--- src/rtl/layer_header_fetch.sv ---
// Pipeline-side scanner of the layer header store: walks layers bottom-up,
// drops disabled headers and offers enabled ones over a valid/ready handshake.
module layer_header_fetch #(
  parameter int unsigned NUM_LAYERS   = 32,
  parameter int unsigned READ_LATENCY = 1,
  parameter int unsigned ENABLE_BIT   = 0
) (
  input  logic         clk,
  input  logic         reset,
  input  logic         startScan,
  input  logic         abortScan,
  output logic [4:0]   readLayerPipe,
  input  logic [127:0] layerInfo,
  output logic         hdrValid,
  input  logic         hdrReady,
  output logic [4:0]   hdrLayer,
  output logic [127:0] hdrData,
  output logic         scanBusy,
  output logic         scanDone,
  output logic [5:0]   enabledCount
);

  localparam int unsigned LAYER_W = 5;
  localparam int unsigned WAIT_W  = 2;
  localparam int unsigned CNT_W   = 6;
  localparam int unsigned DATA_W  = 128;

  localparam logic [LAYER_W-1:0] LAST_LAYER = LAYER_W'(NUM_LAYERS - 1);
  localparam logic [WAIT_W-1:0]  WAIT_LAST  = WAIT_W'(READ_LATENCY);

  typedef enum logic [1:0] {
    IDLE    = 2'd0,
    FETCH   = 2'd1,
    PRESENT = 2'd2,
    DONE    = 2'd3
  } state_t;

  state_t              r_state;
  logic [LAYER_W-1:0]  r_rd_layer;
  logic [WAIT_W-1:0]   r_wait_cnt;
  logic [CNT_W-1:0]    r_delivered;
  logic                r_hdr_valid;
  logic [LAYER_W-1:0]  r_hdr_layer;
  logic [DATA_W-1:0]   r_hdr_data;
  logic                r_scan_busy;
  logic                r_scan_done;
  logic [CNT_W-1:0]    r_enabled_cnt;

  state_t              w_state_nxt;
  logic [LAYER_W-1:0]  w_rd_layer_nxt;
  logic [WAIT_W-1:0]   w_wait_cnt_nxt;
  logic [CNT_W-1:0]    w_delivered_nxt;
  logic                w_hdr_valid_nxt;
  logic [LAYER_W-1:0]  w_hdr_layer_nxt;
  logic [DATA_W-1:0]   w_hdr_data_nxt;
  logic                w_scan_busy_nxt;
  logic                w_scan_done_nxt;
  logic [CNT_W-1:0]    w_enabled_cnt_nxt;

  logic                w_layer_enabled;
  logic                w_last_layer;
  logic                w_sample;

  assign w_layer_enabled = layerInfo[ENABLE_BIT];
  assign w_last_layer    = (r_rd_layer == LAST_LAYER);
  assign w_sample        = (r_wait_cnt == WAIT_LAST);

  // State and output registers; every output comes straight from a flop.
  always_ff @(posedge clk or negedge reset) begin
    if (!reset) begin
      r_state       <= IDLE;
      r_rd_layer    <= '0;
      r_wait_cnt    <= '0;
      r_delivered   <= '0;
      r_hdr_valid   <= 1'b0;
      r_hdr_layer   <= '0;
      r_hdr_data    <= '0;
      r_scan_busy   <= 1'b0;
      r_scan_done   <= 1'b0;
      r_enabled_cnt <= '0;
    end else begin
      r_state       <= w_state_nxt;
      r_rd_layer    <= w_rd_layer_nxt;
      r_wait_cnt    <= w_wait_cnt_nxt;
      r_delivered   <= w_delivered_nxt;
      r_hdr_valid   <= w_hdr_valid_nxt;
      r_hdr_layer   <= w_hdr_layer_nxt;
      r_hdr_data    <= w_hdr_data_nxt;
      r_scan_busy   <= w_scan_busy_nxt;
      r_scan_done   <= w_scan_done_nxt;
      r_enabled_cnt <= w_enabled_cnt_nxt;
    end
  end

  // Next-state logic; abort outranks every transition, including a transfer.
  always_comb begin
    w_state_nxt       = r_state;
    w_rd_layer_nxt    = r_rd_layer;
    w_wait_cnt_nxt    = r_wait_cnt;
    w_delivered_nxt   = r_delivered;
    w_hdr_valid_nxt   = r_hdr_valid;
    w_hdr_layer_nxt   = r_hdr_layer;
    w_hdr_data_nxt    = r_hdr_data;
    w_scan_busy_nxt   = r_scan_busy;
    w_scan_done_nxt   = 1'b0;
    w_enabled_cnt_nxt = r_enabled_cnt;

    if (r_state != IDLE && abortScan) begin
      w_state_nxt     = IDLE;
      w_hdr_valid_nxt = 1'b0;
      w_scan_busy_nxt = 1'b0;
    end else begin
      case (r_state)
        IDLE: begin
          if (startScan && !abortScan) begin
            w_state_nxt     = FETCH;
            w_rd_layer_nxt  = '0;
            w_wait_cnt_nxt  = '0;
            w_delivered_nxt = '0;
            w_scan_busy_nxt = 1'b1;
          end
        end
        FETCH: begin
          if (!w_sample) begin
            w_wait_cnt_nxt = r_wait_cnt + WAIT_W'(1);
          end else if (w_layer_enabled) begin
            w_hdr_data_nxt  = layerInfo;
            w_hdr_layer_nxt = r_rd_layer;
            w_hdr_valid_nxt = 1'b1;
            w_delivered_nxt = r_delivered + CNT_W'(1);
            w_state_nxt     = PRESENT;
          end else if (w_last_layer) begin
            w_state_nxt = DONE;
          end else begin
            w_rd_layer_nxt = r_rd_layer + LAYER_W'(1);
            w_wait_cnt_nxt = '0;
          end
        end
        PRESENT: begin
          if (hdrReady) begin
            w_hdr_valid_nxt = 1'b0;
            if (w_last_layer) begin
              w_state_nxt = DONE;
            end else begin
              w_rd_layer_nxt = r_rd_layer + LAYER_W'(1);
              w_wait_cnt_nxt = '0;
              w_state_nxt    = FETCH;
            end
          end
        end
        DONE: begin
          w_scan_done_nxt   = 1'b1;
          w_enabled_cnt_nxt = r_delivered;
          w_scan_busy_nxt   = 1'b0;
          w_state_nxt       = IDLE;
        end
        default: begin
          w_state_nxt = IDLE;
        end
      endcase
    end
  end

  assign readLayerPipe = r_rd_layer;
  assign hdrValid      = r_hdr_valid;
  assign hdrLayer      = r_hdr_layer;
  assign hdrData       = r_hdr_data;
  assign scanBusy      = r_scan_busy;
  assign scanDone      = r_scan_done;
  assign enabledCount  = r_enabled_cnt;

endmodule

--- config.mk ---
export PLATFORM = sky130hd
export DESIGN_NAME = layer_header_fetch
export DESIGN_NICKNAME = d
export VERILOG_FILES = /design/src/rtl/layer_header_fetch.sv
export SDC_FILE = /design/constraint.sdc
export NUM_CORES = 1
export LEC_CHECK = 0
export ABC_AREA = 1
export ABC_CLOCK_PERIOD_IN_PS = 2000
export BUFFER_PORTS_ARGS = -buffer_cell sky130_fd_sc_hd__buf_4
export CORE_MARGIN = 1
export CORE_UTILIZATION = 45
export CTS_CLUSTER_DIAMETER = 40
export DETAILED_ROUTE_END_ITERATION = 10
export GPL_TIMING_DRIVEN = 0
export PLACE_DENSITY = 0.79
export SLEW_MARGIN = 20
export SYNTH_ARGS = -nofsm -noshare
export SYNTH_HDL_FRONTEND = slang
export SYNTH_SLANG_ARGS = --single-unit
--- constraint.sdc ---
create_clock -name clk -period 2 [get_ports clk]
set_clock_uncertainty 0.15 [all_clocks]
set_input_delay 0.2 -clock clk [delete_from_list [all_inputs] [get_ports clk]]
set_output_delay 0.2 -clock clk [all_outputs]
set_load 0.01 [all_outputs]
==> key figures <==
Routing
  • Post-route DRC: 0
  • 1st-pass router iterations: 5
  • Via/cell ratio: 4.68
  • Initial DRC count: 344
  • Routed WL: 21900 microns
  • Via count: 6618
  • WL per Instance: 15.5 microns
  • Detail Route Antenna Nets: 0

Global route
  • First-pass GRT wire length: 34000 microns
  • Global Route Usage Sum: 27.1%
  • Largest net degree at the start of global routing: 92
  • Antenna violations before repair: 1
  • Global route overflow: 0
  • Number of global-route vias before repair: 6809

Timing
  • Min Hold Slack: 0.0448 ns
  • Max Freq: 523 MHz
  • Pin slew with the least headroom to its limit: 0.522 ns
  • RSZ-0062 raised after global routing: false
  • Setup TNS: 0 ns
  • Crit path time final: 1.91 ns
  • Final hold viol count: 0
  • Setup WS post-layout: 0.0894 ns
  • Period utilization: 95.5%
  • Final setup viols: 0
  • Rel. slew slack: 65.2%
  • Max-slew violation count: 0

Synth
  • Sequential share of the synthesized area: 54.7%
  • Cell taking the most area after synthesis: dfrtp_1
  • Netlist cell types: 23
  • Post-Syn Area per Cell: 9.41 sq um
  • Synthesized flop and latch total: 157
  • Mapped Cells: 763
  • Top cell type's share of synthesized area: 54.7%
  • Area contributors post-synth: dfrtp_1, o21ai_2, nand2_1, inv_1, buf_6
  • Mapped Area: 7180 sq um
  • Synthesized Nets: 903
  • Ys flop type: dfrtp_1
  • Synth Warn #: 0
  • Synth async-reset ratio: 100%
  • Post-synth EDFFs: 0

Floorplan
  • Chip Height: 128 microns
  • Die width: 128 microns
  • Initial Utilization: 46.7%
  • Die area: 16500 sq um
  • Core footprint: 15400 sq um
  • Io pins: 280
  • Num rows: 45

Worst setup path
  • CP Class: reg -> reg
  • Bufs and invs on worst path: 5
  • Nature of the critical path endpoint: flip-flop
  • Largest stage delay, worst path: 0.44 ns
  • Crit-path max FO: 10
  • Startpoint types: flip-flop
  • Crit path cell chain: inv_1 > ha_1 > buf_6 > nand2_2 > inv_2 > nand3_4 > buf_6 > buf_6 > nand2_1 > o21ai_2
  • RR Startpoint: r_state[1]
  • Top delay family on crit path: buffers and inverters
  • Worst EP arrival: 2.07 ns
  • Most Frequent Cell on Critical Path: buf_6
  • CP required: 2.16 ns
  • Reg-to-reg endpoint: hdrData[86]
  • Slack of the worst reg-to-reg path: 0.09 ns
  • R2R depth: 10
  • Worst path slowest cell: dfrtp_2

Placed design
  • Dpl hpwl: 13600 microns
  • Placed Instance Area: 9570 sq um
  • Port Buffers: 279
  • Pre-CTS WS: 0.0347 ns
  • RePlAce Congestion: 0.848
  • Placed Cells: 1254

CTS
  • Worst-path clk slew: 0.06 ns
  • Clock Latency Late Sink: 0.41 ns
  • Clock tree buffer depth: 2
  • Num Clock Sinks: 157
  • H-tree Lvls: 4
  • Setup Buffers After CTS: 0
  • Root buf cell: clkbuf_16
  • CTS buffer count: 17
  • CTS tree: done

Power
  • Peak VDD IR: 792 uV
  • Leakage: 6.26 nW
  • Power per cell area: 1240 nW/um^2
  • Total Power: 14.2 mW

Job
  • Max_cap viols: 0

Hold path
  • Worst hold path cell count: 4
  • Worst hold path class: in -> reg
  • Hold endpoint: scanDone
  • Worst Hold Launch: abortScan

Finish
  • Area delta synth->final: 59.5%
  • Fin nets: 1330
  • Filler-free cell count of the finished design: 1414
  • Post-route cell area: 11500 sq um
  • Final Core Density: 74.5%
  • Layout cell share with drive strength beyond 1: 39.7%
  • Number of fill cells: 1042

Run status
  • Status: finished clean
==> routing by layer <==
layer	up-vias	part of all wire [%]	global-route usage [%]
met5	-	0	0
met4	0	4.4	15.2
met3	78	5.0	6.68
met2	223	52	47.2
met1	3141	39	30.4
li1	3176	-	-
==> layout by cell type, fill, tap and decap left out <==
cell	count
buf_4	280
nand2_1	225
dfrtp_1	154
inv_1	152
dlygate4sd3_1	129
o21ai_2	120
buf_6	27
o21ai_0	25
clkbuf_16	17
nand3_1	13
nor2_1	10
clkinvlp_4	7
a21oi_1	4
ha_1	4
inv_2	3
o21ai_1	3
ha_2	3
dfrtp_2	3
nor2_2	2
nand3_4	2
clkbuf_2	2
nand3b_1	2
clkbuf_8	2
clkbuf_1	2
clkinv_2	2
diode_2	1
nor3_2	1
nand2_4	1
nand2_2	1
nor2_4	1
and2_1	1
nand4_1	1
bufinv_16	1
buf_8	1
buf_16	1
==> worst register-to-register path, cell delays in order (launching register included) <==
cell and delay (ns):
dfrtp_2 0.44, inv_1 0.11, ha_1 0.16, buf_6 0.14
nand2_2 0.09, inv_2 0.09, nand3_4 0.10, buf_6 0.19
buf_6 0.17, nand2_1 0.10, o21ai_2 0.07
==> how the worst max path moves through the flow <==
stage                       end  cells after the start        startpoint  slack (ns)
6_report            hdrData[86]                     10        r_state[1]        0.09
5_1_grt        readLayerPipe[1]                     10  readLayerPipe[0]       0.001
4_1_cts          r_delivered[4]                     10        r_state[1]        0.02
3_5_place_dp     r_delivered[4]                     10        r_state[1]        0.03
3_3_place_gp         hdrData[0]                      1             reset       -0.26
2_1_floorplan  readLayerPipe[0]                     10  readLayerPipe[0]        0.25
==> synthesized netlist by cell type (2+ instances only) <==
cell / number
inv_1: 153
ha_1: 7
o21ai_2: 120
inv_2: 2
clkbuf_1: 3
nor2_1: 11
nand2_1: 225
buf_4: 2
o21ai_1: 3
o21ai_0: 25
nand3_1: 13
a21oi_1: 4
nand3b_1: 2
nor2_2: 2
buf_6: 27
dfrtp_1: 157
==> cell type report <==
class / instances / area (sq um) / share of cell area [%]
diodes: 1 / 2.50 / 0.0219
plain buffers: 31 / 329 / 2.87
clock buffers: 21 / 460 / 4.02
clock inverters: 10 / 92.6 / 0.809
inverters: 155 / 582 / 5.08
multi-input cells: 419 / 2370 / 20.7
flip-flops and latches: 157 / 3930 / 34.3
well taps: 211 / 264 / 2.31
repair buffers: 409 / 3420 / 29.9
==> state kept, by name, summed over array words and instances (netlist names) <==
register       flops
r_wait_cnt         2
enabledCount       6
scanDone           1
hdrData          128
r_delivered        6
r_state            2
scanBusy           1
hdrValid           1
readLayerPipe      5
hdrLayer           5
==> power breakdown <==
part / internal [mW] / switching, mW
Clock: 1.76 / 1.27
Combinational: 2.90 / 3.05
Sequential: 4.41 / 0.799
Total: 9.07 / 5.12
==> logic make-up (layout without fill, tap and decap cells) <==
group / count (synthesis) / in the layout / share of synthesized area (%)
DFF: 157 / 157 / 54.7
and+or+nand+nor: 260 / 260 / 14.5
other: 0 / 1 / 0
adders and majority gates: 7 / 7 / 1.22
AOI/OAI and AO/OA: 152 / 152 / 16.9
buffers and inverters: 187 / 626 / 12.7
==> what timing repair did <==
item / CTS / global route
endpoints found under the hold margin: 194 / 0
hold buffers: 129 / 0
endpoints found under the setup margin: 0 / 127
resized for setup: 0 / 15
(Power assumes the default switching activity.)
